<file path="config.mk">
export PLATFORM = sky130hd
export DESIGN_NAME = control_sequencer
export DESIGN_NICKNAME = d
export VERILOG_FILES = /design/src/rtl/saw_pkg.sv /design/src/rtl/ctrl_decode.sv /design/src/rtl/control_sequencer.sv
export SDC_FILE = /design/constraint.sdc
export NUM_CORES = 1
export LEC_CHECK = 0
export CELL_PAD_IN_SITES_DETAIL_PLACEMENT = 1
export CELL_PAD_IN_SITES_GLOBAL_PLACEMENT = 2
export CORE_UTILIZATION = 17
export DETAILED_ROUTE_END_ITERATION = 10
export PLACE_DENSITY_LB_ADDON = 0.1
export SYNTH_ARGS = -nofsm -noshare
export SYNTH_HDL_FRONTEND = slang
export SYNTH_SLANG_ARGS = --single-unit
</file>
<file path="constraint.sdc">
create_clock -name clk -period 1.6 [get_ports clk]
set_input_delay 0.4 -clock clk [delete_from_list [all_inputs] [get_ports clk]]
set_output_delay 0.4 -clock clk [all_outputs]
set_load 0.01 [all_outputs]
</file>
<file path="src/rtl/saw_pkg.sv">
// Shared definitions for the 8-bit bus machine control path.
// Holds:
//   - opcode encodings (IR[7:4]);
//   - ALU select words, ordered {xor_not, add_sub, alu1_or, alu0_and};
//   - the sequencer state enum, whose values are the t_state debug codes;
//   - the control word struct driven by the decoder;
//   - a helper that maps a binary ALU opcode to its select word.
package saw_pkg;

  localparam logic [3:0] OP_LDA = 4'h0;
  localparam logic [3:0] OP_ADD = 4'h1;
  localparam logic [3:0] OP_SUB = 4'h2;
  localparam logic [3:0] OP_AND = 4'h3;
  localparam logic [3:0] OP_OR  = 4'h4;
  localparam logic [3:0] OP_XOR = 4'h5;
  localparam logic [3:0] OP_NOT = 4'h6;
  localparam logic [3:0] OP_STA = 4'h7;
  localparam logic [3:0] OP_OUT = 4'hE;
  localparam logic [3:0] OP_HLT = 4'hF;

  localparam logic [3:0] ALU_ADD = 4'b0000;
  localparam logic [3:0] ALU_SUB = 4'b0100;
  localparam logic [3:0] ALU_AND = 4'b0001;
  localparam logic [3:0] ALU_OR  = 4'b0010;
  localparam logic [3:0] ALU_XOR = 4'b0011;
  localparam logic [3:0] ALU_NOT = 4'b1011;

  // Enum values double as the t_state debug encoding.
  typedef enum logic [2:0] {
    ST_IDLE = 3'd0,
    ST_T1   = 3'd1,
    ST_T2   = 3'd2,
    ST_T3   = 3'd3,
    ST_T4   = 3'd4,
    ST_T5   = 3'd5,
    ST_HALT = 3'd7
  } state_t;

  typedef struct packed {
    logic       pc_out;
    logic       ir_out;
    logic       ram_out;
    logic       acc_out;
    logic       alu_out;
    logic       pc_inc;
    logic       mar_in;
    logic       ir_in;
    logic       ram_in;
    logic       acc_in;
    logic       b_in;
    logic       out_in;
    logic [3:0] alu_sel;
  } ctrl_t;

  function automatic logic [3:0] alu_sel_of(input logic [3:0] op);
    case (op)
      OP_SUB:  return ALU_SUB;
      OP_AND:  return ALU_AND;
      OP_OR:   return ALU_OR;
      OP_XOR:  return ALU_XOR;
      default: return ALU_ADD;
    endcase
  endfunction

endpackage

</file>
<file path="src/rtl/ctrl_decode.sv">
// Combinational control decode: (state, opcode) -> control word.
// Ports:
//   state    in   current sequencer state
//   opcode   in   IR[7:4]; only looked at in T3..T5
//   ctrl     out  bus-driver enables, load strobes, ALU select
//   last     out  this cycle retires the instruction
//   halt_req out  retiring instruction is HLT (next state HALT)
module ctrl_decode
  import saw_pkg::*;
(
  input  state_t     state,
  input  logic [3:0] opcode,
  output ctrl_t      ctrl,
  output logic       last,
  output logic       halt_req
);

  always_comb begin
    ctrl     = '0;
    last     = 1'b0;
    halt_req = 1'b0;
    case (state)
      // Fetch never depends on opcode, so an unknown IR during fetch
      // cannot disturb the strobes.
      ST_T1: begin
        ctrl.pc_out = 1'b1;
        ctrl.mar_in = 1'b1;
      end
      ST_T2: begin
        ctrl.ram_out = 1'b1;
        ctrl.ir_in   = 1'b1;
        ctrl.pc_inc  = 1'b1;
      end
      ST_T3: begin
        case (opcode)
          OP_LDA, OP_ADD, OP_SUB, OP_AND, OP_OR, OP_XOR, OP_STA: begin
            ctrl.ir_out = 1'b1;
            ctrl.mar_in = 1'b1;
          end
          OP_NOT: begin
            ctrl.alu_out = 1'b1;
            ctrl.acc_in  = 1'b1;
            ctrl.alu_sel = ALU_NOT;
            last         = 1'b1;
          end
          OP_OUT: begin
            ctrl.acc_out = 1'b1;
            ctrl.out_in  = 1'b1;
            last         = 1'b1;
          end
          OP_HLT: begin
            last     = 1'b1;
            halt_req = 1'b1;
          end
          default: last = 1'b1;  // 0x8..0xD are single-cycle NOPs
        endcase
      end
      ST_T4: begin
        case (opcode)
          OP_LDA: begin
            ctrl.ram_out = 1'b1;
            ctrl.acc_in  = 1'b1;
            last         = 1'b1;
          end
          OP_ADD, OP_SUB, OP_AND, OP_OR, OP_XOR: begin
            ctrl.ram_out = 1'b1;
            ctrl.b_in    = 1'b1;
          end
          OP_STA: begin
            ctrl.acc_out = 1'b1;
            ctrl.ram_in  = 1'b1;
            last         = 1'b1;
          end
          // Only reachable if IR changed mid-instruction; retire so the
          // sequencer always returns to fetch.
          default: last = 1'b1;
        endcase
      end
      ST_T5: begin
        last = 1'b1;
        case (opcode)
          OP_ADD, OP_SUB, OP_AND, OP_OR, OP_XOR: begin
            ctrl.alu_out = 1'b1;
            ctrl.acc_in  = 1'b1;
            ctrl.alu_sel = alu_sel_of(opcode);
          end
          default: ;
        endcase
      end
      default: ;  // IDLE and HALT drive nothing
    endcase
  end

endmodule

</file>
<file path="src/rtl/control_sequencer.sv">
// Control sequencer for the 8-bit bus machine. Steps IDLE -> T1..T5 per
// instruction and drives every bus-driver enable, load strobe and ALU
// select line. It is the sole source of bus-driver enables.
// Ports:
//   clk, rst_n        clock, async active-low reset
//   run               1 = keep executing, 0 = park at instruction boundary
//   opcode            IR[7:4]
//   pc_out..alu_out   bus-driver enables (at most one high)
//   pc_inc..out_in    load / increment strobes
//   add_sub, alu0_and, alu1_or, xor_not   ALU select
//   instr_done        pulse on the last cycle of each instruction
//   halted            high in HALT
//   t_state           debug state code (0 IDLE, 1..5 T1..T5, 7 HALT)
module control_sequencer
  import saw_pkg::*;
(
  input  logic       clk,
  input  logic       rst_n,
  input  logic       run,
  input  logic [3:0] opcode,
  output logic       pc_out,
  output logic       ir_out,
  output logic       ram_out,
  output logic       acc_out,
  output logic       alu_out,
  output logic       pc_inc,
  output logic       mar_in,
  output logic       ir_in,
  output logic       ram_in,
  output logic       acc_in,
  output logic       b_in,
  output logic       out_in,
  output logic       add_sub,
  output logic       alu0_and,
  output logic       alu1_or,
  output logic       xor_not,
  output logic       instr_done,
  output logic       halted,
  output logic [2:0] t_state
);

  state_t state;
  ctrl_t  ctrl;
  logic   last;
  logic   halt_req;

  ctrl_decode u_decode (
    .state    (state),
    .opcode   (opcode),
    .ctrl     (ctrl),
    .last     (last),
    .halt_req (halt_req)
  );

  // run is only consulted in IDLE and on the retiring cycle, so dropping
  // it mid-instruction lets the instruction finish before parking.
  always_ff @(posedge clk or negedge rst_n) begin
    if (!rst_n) begin
      state <= ST_IDLE;
    end else begin
      case (state)
        ST_IDLE: if (run) state <= ST_T1;
        ST_T1:   state <= ST_T2;
        ST_T2:   state <= ST_T3;
        ST_T3, ST_T4, ST_T5: begin
          if (last) begin
            if (halt_req)  state <= ST_HALT;
            else if (run)  state <= ST_T1;
            else           state <= ST_IDLE;
          end else if (state == ST_T3) begin
            state <= ST_T4;
          end else begin
            state <= ST_T5;
          end
        end
        ST_HALT: state <= ST_HALT;  // only reset leaves HALT
        default: state <= ST_IDLE;
      endcase
    end
  end

  assign pc_out     = ctrl.pc_out;
  assign ir_out     = ctrl.ir_out;
  assign ram_out    = ctrl.ram_out;
  assign acc_out    = ctrl.acc_out;
  assign alu_out    = ctrl.alu_out;
  assign pc_inc     = ctrl.pc_inc;
  assign mar_in     = ctrl.mar_in;
  assign ir_in      = ctrl.ir_in;
  assign ram_in     = ctrl.ram_in;
  assign acc_in     = ctrl.acc_in;
  assign b_in       = ctrl.b_in;
  assign out_in     = ctrl.out_in;
  assign xor_not    = ctrl.alu_sel[3];
  assign add_sub    = ctrl.alu_sel[2];
  assign alu1_or    = ctrl.alu_sel[1];
  assign alu0_and   = ctrl.alu_sel[0];
  assign instr_done = last;
  assign halted     = (state == ST_HALT);
  assign t_state    = state;

endmodule

</file>
==> key figures <==
Final layout
  – Register area: 75.1 sq um
  – Area taken by multi-input logic gates: 492 sq um
  – Area grow syn2layout: 176%
  – Utilization after layout: 49.6%
  – Nets: 138
  – Share of layout cells above drive strength 1: 74.6%
  – Max reg flops: 3
  – Fillers: 292
  – Final Cell Area: 1220 sq um
  – Antenna diode count: 0

Synthesis
  – Sequential area share after synthesis: 17.0%
  – Count leader, synth: nor2_1
  – Mux share of post-synthesis cell area: 2.55%
  – Post-Synth Adder-Cell Area: 0%
  – Synth Net Count: 71
  – Synth area leader: dfrtp_1
  – Simple-gate portion of the synthesized area: 46.7%
  – Post-synth top area share: 17.0%
  – Register bit total from synthesis: 3
  – EDFF count, synth: 0
  – Largest family of logic cells by synthesized area: simple AND/OR/NAND/NOR gates
  – Synth warn: 0
  – Synth area leaders: dfrtp_1 (17%), a21oi_1 (6.8%), nor2_1 (6.8%)
  – Asr flop ratio synth: 100%
  – Avg Inst Size Synth: 6.90 sq um
  – Commonest cells in the netlist: nor2_1 (8), a21oi_1 (6), nand2_1 (5)
  – Synth Flop Type: dfrtp_1
  – Unique masters post-synth: 33
  – Cells after Synth: 64
  – XOR/XNOR Fraction of Synth Area: 1.98%
  – Post-synthesis compound-gate area fraction: 21.5%
  – Mapped cell area: 442 sq um

Power
  – Clock share of power: 7.4%
  – Sw Ratio: 40.5%
  – Comb power frac: 84.6%
  – PD cells: 1560 nW/um^2
  – Sw Pwr: 769 uW
  – Seq pwr share: 8.0%
  – Leakage: 0.000576 uW
  – Peak supply drop: 0.923 mV
  – Final Power: 1900 uW
  – P_int: 1130 uW

Clock tree
  – Root buffer cell: clkbuf_4
  – CTS tree: yes
  – CTS H-tree depth: 1
  – CTS Buf Count: 3
  – Clk sinks: 3
  – Clock buffer depth: 2
  – Clock-pin transition on the worst setup and hold timing paths: 0.04 ns
  – Clock latency at the later pin of the worst-skew pair: 0.24 ns
  – Post-CTS Hold Buffers: 0

Placement
  – DP Wirelength: 1.37 mm
  – Port bufs: 27
  – RePlAce Congestion: 0.715
  – Placed cell areas: 916 sq um

STA
  – Final Hold Fails: 0
  – Final worst slack: -0.425 ns
  – RSZ-0062 raised after global routing: true
  – Fmax: 0.494 GHz
  – Worst-Margin Slew: 0.287 ns
  – Worst clock skew: 0.00173 ns
  – Max Slew Vio Count: 0
  – TNS Setup: -4.91 ns
  – Fin crit period: 2.03 ns
  – Max_slew headroom: 80.9%
  – Crit share post-route: 127%
  – Finish-stage setup viols: 18

Critical path
  – Crit path DAT: 1.63 ns
  – Crit-path max FO: 3
  – Critical path data required time: 1.20 ns
  – Slowest-stage cell, CP: dfrtp_1
  – Critical Path End Type: primary output
  – Top delay family on crit path: simple AND/OR/NAND/NOR gates
  – Setup crit start: t_state[2]$_DFFE_PN0P_
  – Worst path buffer plus inverter count: 2
  – Reg-to-reg critical path startpoint: t_state[2]$_DFFE_PN0P_
  – Max incr delay on CP: 0.40 ns
  – Critical Path, Cell by Cell: nand3b_1 > nor2_4 > buf_6 > a21oi_2 > nor3b_2 > buf_2
  – R2R setup slack: 0.01 ns
  – WS Path Type: register to primary output
  – Critical Path Source Type: register

GRT
  – Pin count of the biggest net entering global routing: 9
  – First-pass GRT wire length: 3.27 mm
  – Number of global-route vias before repair: 694
  – Total track usage: 16.0%
  – Global route total overflow: 0
  – Initial antenna violation count: 0

Die
  – Num rows: 18
  – Die W: 53.0 um
  – Die Y: 53.0 um
  – Number of I/O pins: 28
  – Core Area: 2450 sq um
  – Initial Util: 18.0%
  – Die Area: 2810 sq um

Drt
  – DRT iter0 DRCs: 7
  – Final WL: 2.20 mm
  – Antenna Nets Post-Route: 0
  – Routed len/inst: 13.7 um
  – TritonRoute pass-1 iters: 3
  – Vias: 759
  – DRC Markers: 0
  – Vias/cell: 4.74

Worst hold path
  – Worst min path class: input port to asynchronous set/reset pin

Run status
  – Status: finished, violations left
  – Violated checks: setup timing

Flow run
  – Max-Cap Viols: 0
==> worst register-to-register path, stage by stage, from the launching register on <==
cell	delay, ns
dfrtp_1	0.40
nand3b_1	0.31
buf_4	0.22
buf_6	0.11
buf_6	0.11
buf_4	0.12
o221a_4	0.20
==> logic make-up (layout without fill, tap and decap cells) <==
| family | after synthesis | in the layout |
|---|---|---|
| xor gates and xnor gates | 1 | 1 |
| and+or+nand+nor | 37 | 37 |
| buffers and inverters | 8 | 74 |
| muxes | 1 | 1 |
| DFF | 3 | 3 |
| AOI/OAI and AO/OA | 14 | 14 |
==> area by class of cell <==
cell class / instances / share of cell area [%]
well taps: 30 / 3.08
multi-input cells: 53 / 40.4
flip-flops and latches: 3 / 6.17
repair buffers: 69 / 47.7
inverters: 1 / 0.514
clock buffers: 4 / 2.16
==> power groups by stage <==
stage | registers [uW] | clock network (uW) | logic [uW]
floorplan | 171 | 0 | 460
global placement | 153 | 0 | 1080
detailed placement | 155 | 0 | 1090
CTS | 152 | 140 | 1370
global route | 159 | 151 | 1720
finish | 152 | 140 | 1600
==> worst paths after layout <==
kind / to / cells past startpoint
hold / removal: t_state[0]$_DFFE_PN0P_ / 1
hold reg to reg: t_state[2]$_DFFE_PN0P_ / 3
max in group asynchronous: t_state[2]$_DFFE_PN0P_ / 1
setup reg to reg: t_state[1]$_DFFE_PN0P_ / 6
setup / recovery: alu1_or / 6
min in group clk: t_state[2]$_DFFE_PN0P_ / 3
==> metrics by stage <==
stage / setup WS [ns] / hold WS, ns / std cells
2_1_floorplan: -0.0313 / 0.104 / 64
3_3_place_gp: -0.906 / 0.590 / 137
3_5_place_dp: -0.927 / 0.592 / 137
4_1_cts: -0.383 / 0.345 / 156
5_1_grt: -0.512 / 0.344 / 160
6_report: -0.425 / 0.340 / 160
==> cells in the final DEF (no fill, tap or decap), drive strengths merged, types with 3 or more instances in the layout <==
cell    synthesis  final
dfrtp           3      3
buf             5     62
a21oi           6      6
nand2           5      5
and3            4      4
clkbuf          2      5
nor2            8      8
==> metal layers <==
metal / vias to the layer above / GRT usage, % / wire, um
li1: 364 / - / -
met1: 373 / 19.8 / 939
met2: 22 / 28.5 / 1170
met3: 0 / 2.59 / 85
met4: 0 / 3.95 / 0
met5: - / 0 / 0
==> timing repair <==
action | in CTS | in global routing
setup endpoints to repair | 23 | 18
setup buffers | 15 | 5
pin swaps | 17 | 12
resized for setup | 124 | 20
gates cloned | 0 | 0
(Power assumes the default switching activity.)
==> variant, RTL diff (same settings) <==
Make the reset (`rst_n`) synchronous in one clocked block. Comments in the files are not updated.
--- a/src/rtl/control_sequencer.sv
+++ b/src/rtl/control_sequencer.sv
@@ -54,7 +54,7 @@
 
   // run is only consulted in IDLE and on the retiring cycle, so dropping
   // it mid-instruction lets the instruction finish before parking.
-  always_ff @(posedge clk or negedge rst_n) begin
+  always_ff @(posedge clk) begin
     if (!rst_n) begin
       state <= ST_IDLE;
     end else begin
Check against the original RTL: differs if rst_n is asserted again (counterexample within 4 cycles, from zero or initial values and one cycle with rst_n low); with rst_n held inactive, the same outputs for 10 cycles.
==> variant against the original RTL <==
The run still ends with negative setup slack left; largest cell class unchanged; design area is 8.0% lower; sequential share of layout area barely moved; first-iteration DRC count is 14% higher; sequential cell count stayed put; synthesized area is 14% higher; hold slack better by 0.32 ns; critical path depth shrank 1; final cell count is 0.63% lower; worst setup slack better by 0.20 ns; wire length is 6.9% lower; critical path type unchanged.
Power is left out: it rests on default switching activity, and per cell area and clock period it moved more than threefold.
==> variant: results <==
[sta]
clock_skew_ns = 0.00226
fin_worst_hold_slack_ns = 0.658
setup_violations = 16
setup_slack_ns = -0.222
relative_slew_margins_pct = 82.8

[detailed_routing]
met1Wirelength_um = 984
drt_first_pass_iters = 4
route.detailed.wl_per_inst_um = 12.9
met3_wl_post_dr_um = 54

[yosys]
synthesis.nets = 75
yosys_most_used_dff = "sky130_fd_sc_hd__dfxtp_1"
synth_top_cells_by_area = "sky130_fd_sc_hd__dfxtp_1 (12%), sky130_fd_sc_hd__nor4b_4 (9.4%), sky130_fd_sc_hd__nor2_1 (8.2%)"
synth_sequential_area_ratio_pct = 11.9
postSynthAreaPerCell_um2 = 7.43
synth_compound_gate_area_share_pct = 24.5
muxShareOfSynthArea_pct = 0
yosys-top-cells-count = "sky130_fd_sc_hd__nor2_1 (11), sky130_fd_sc_hd__a21oi_1 (5), sky130_fd_sc_hd__nand2_1 (4)"

[grt]
wire_length_of_the_first_global_routing_pass_um = 3340
groute.layer.met1.usage_pct = 17.2
grtUsageMet3_pct = 1.38
globalRouteTotalUtil_pct = 13.1
grt_pass1_vias = 739
use_met2_pct = 22.4

[critical_path]
critical_path_peak_fanout = 4
cp_arrival_ns = 1.42
critical_path.slowest_cell = "sky130_fd_sc_hd__dfxtp_4"
timing.critical_path.from = "t_state[1]$_SDFFE_PN0P_"

[status]
violated_checks = "negative setup slack"
run_status = "finished with violations"

[finish]
post_route_cells_drive_above_1_share_pct = 67.2
postLayoutCoreUtil_pct = 40.3
final_net_count = 136

[place]
dp_area_um2 = 951
globalplace.congestion = 0.679
detailedPlacementHpwl_um = 1480
preCtsSetupSlack_ns = -1.03
## variant: cell count changes after synthesis, moves of 3 or more
cell / change
sky130_fd_sc_hd__o21ai_0: +3
sky130_fd_sc_hd__dfxtp_1: +3
sky130_fd_sc_hd__nor2_1: +3
sky130_fd_sc_hd__and3_1: -4
sky130_fd_sc_hd__dfrtp_1: -3
## variant: cell type report
class / instances / area, um2
multi-input cells: 56 / 479
well taps: 31 / 38.8
inverters: 1 / 6.26
clock buffers: 4 / 26.3
fillers: 347 / 1660
flip-flops and latches: 3 / 68.8
repair buffers: 64 / 500
## variant: timing repair
action	CTS	global route
endpoints found under the setup margin	23	19
gates resized for setup	117	15
buffers inserted	9	2
pin swaps	17	7
gates cloned	1	0
## variant: tightest hold or removal path: cells and delay by family, from the launching register on
kind | cells | cell delay, ns
flip-flops | 1 | 0.35
buffers and inverters | 1 | 0.18
AO/OA/AOI/OAI | 1 | 0.08
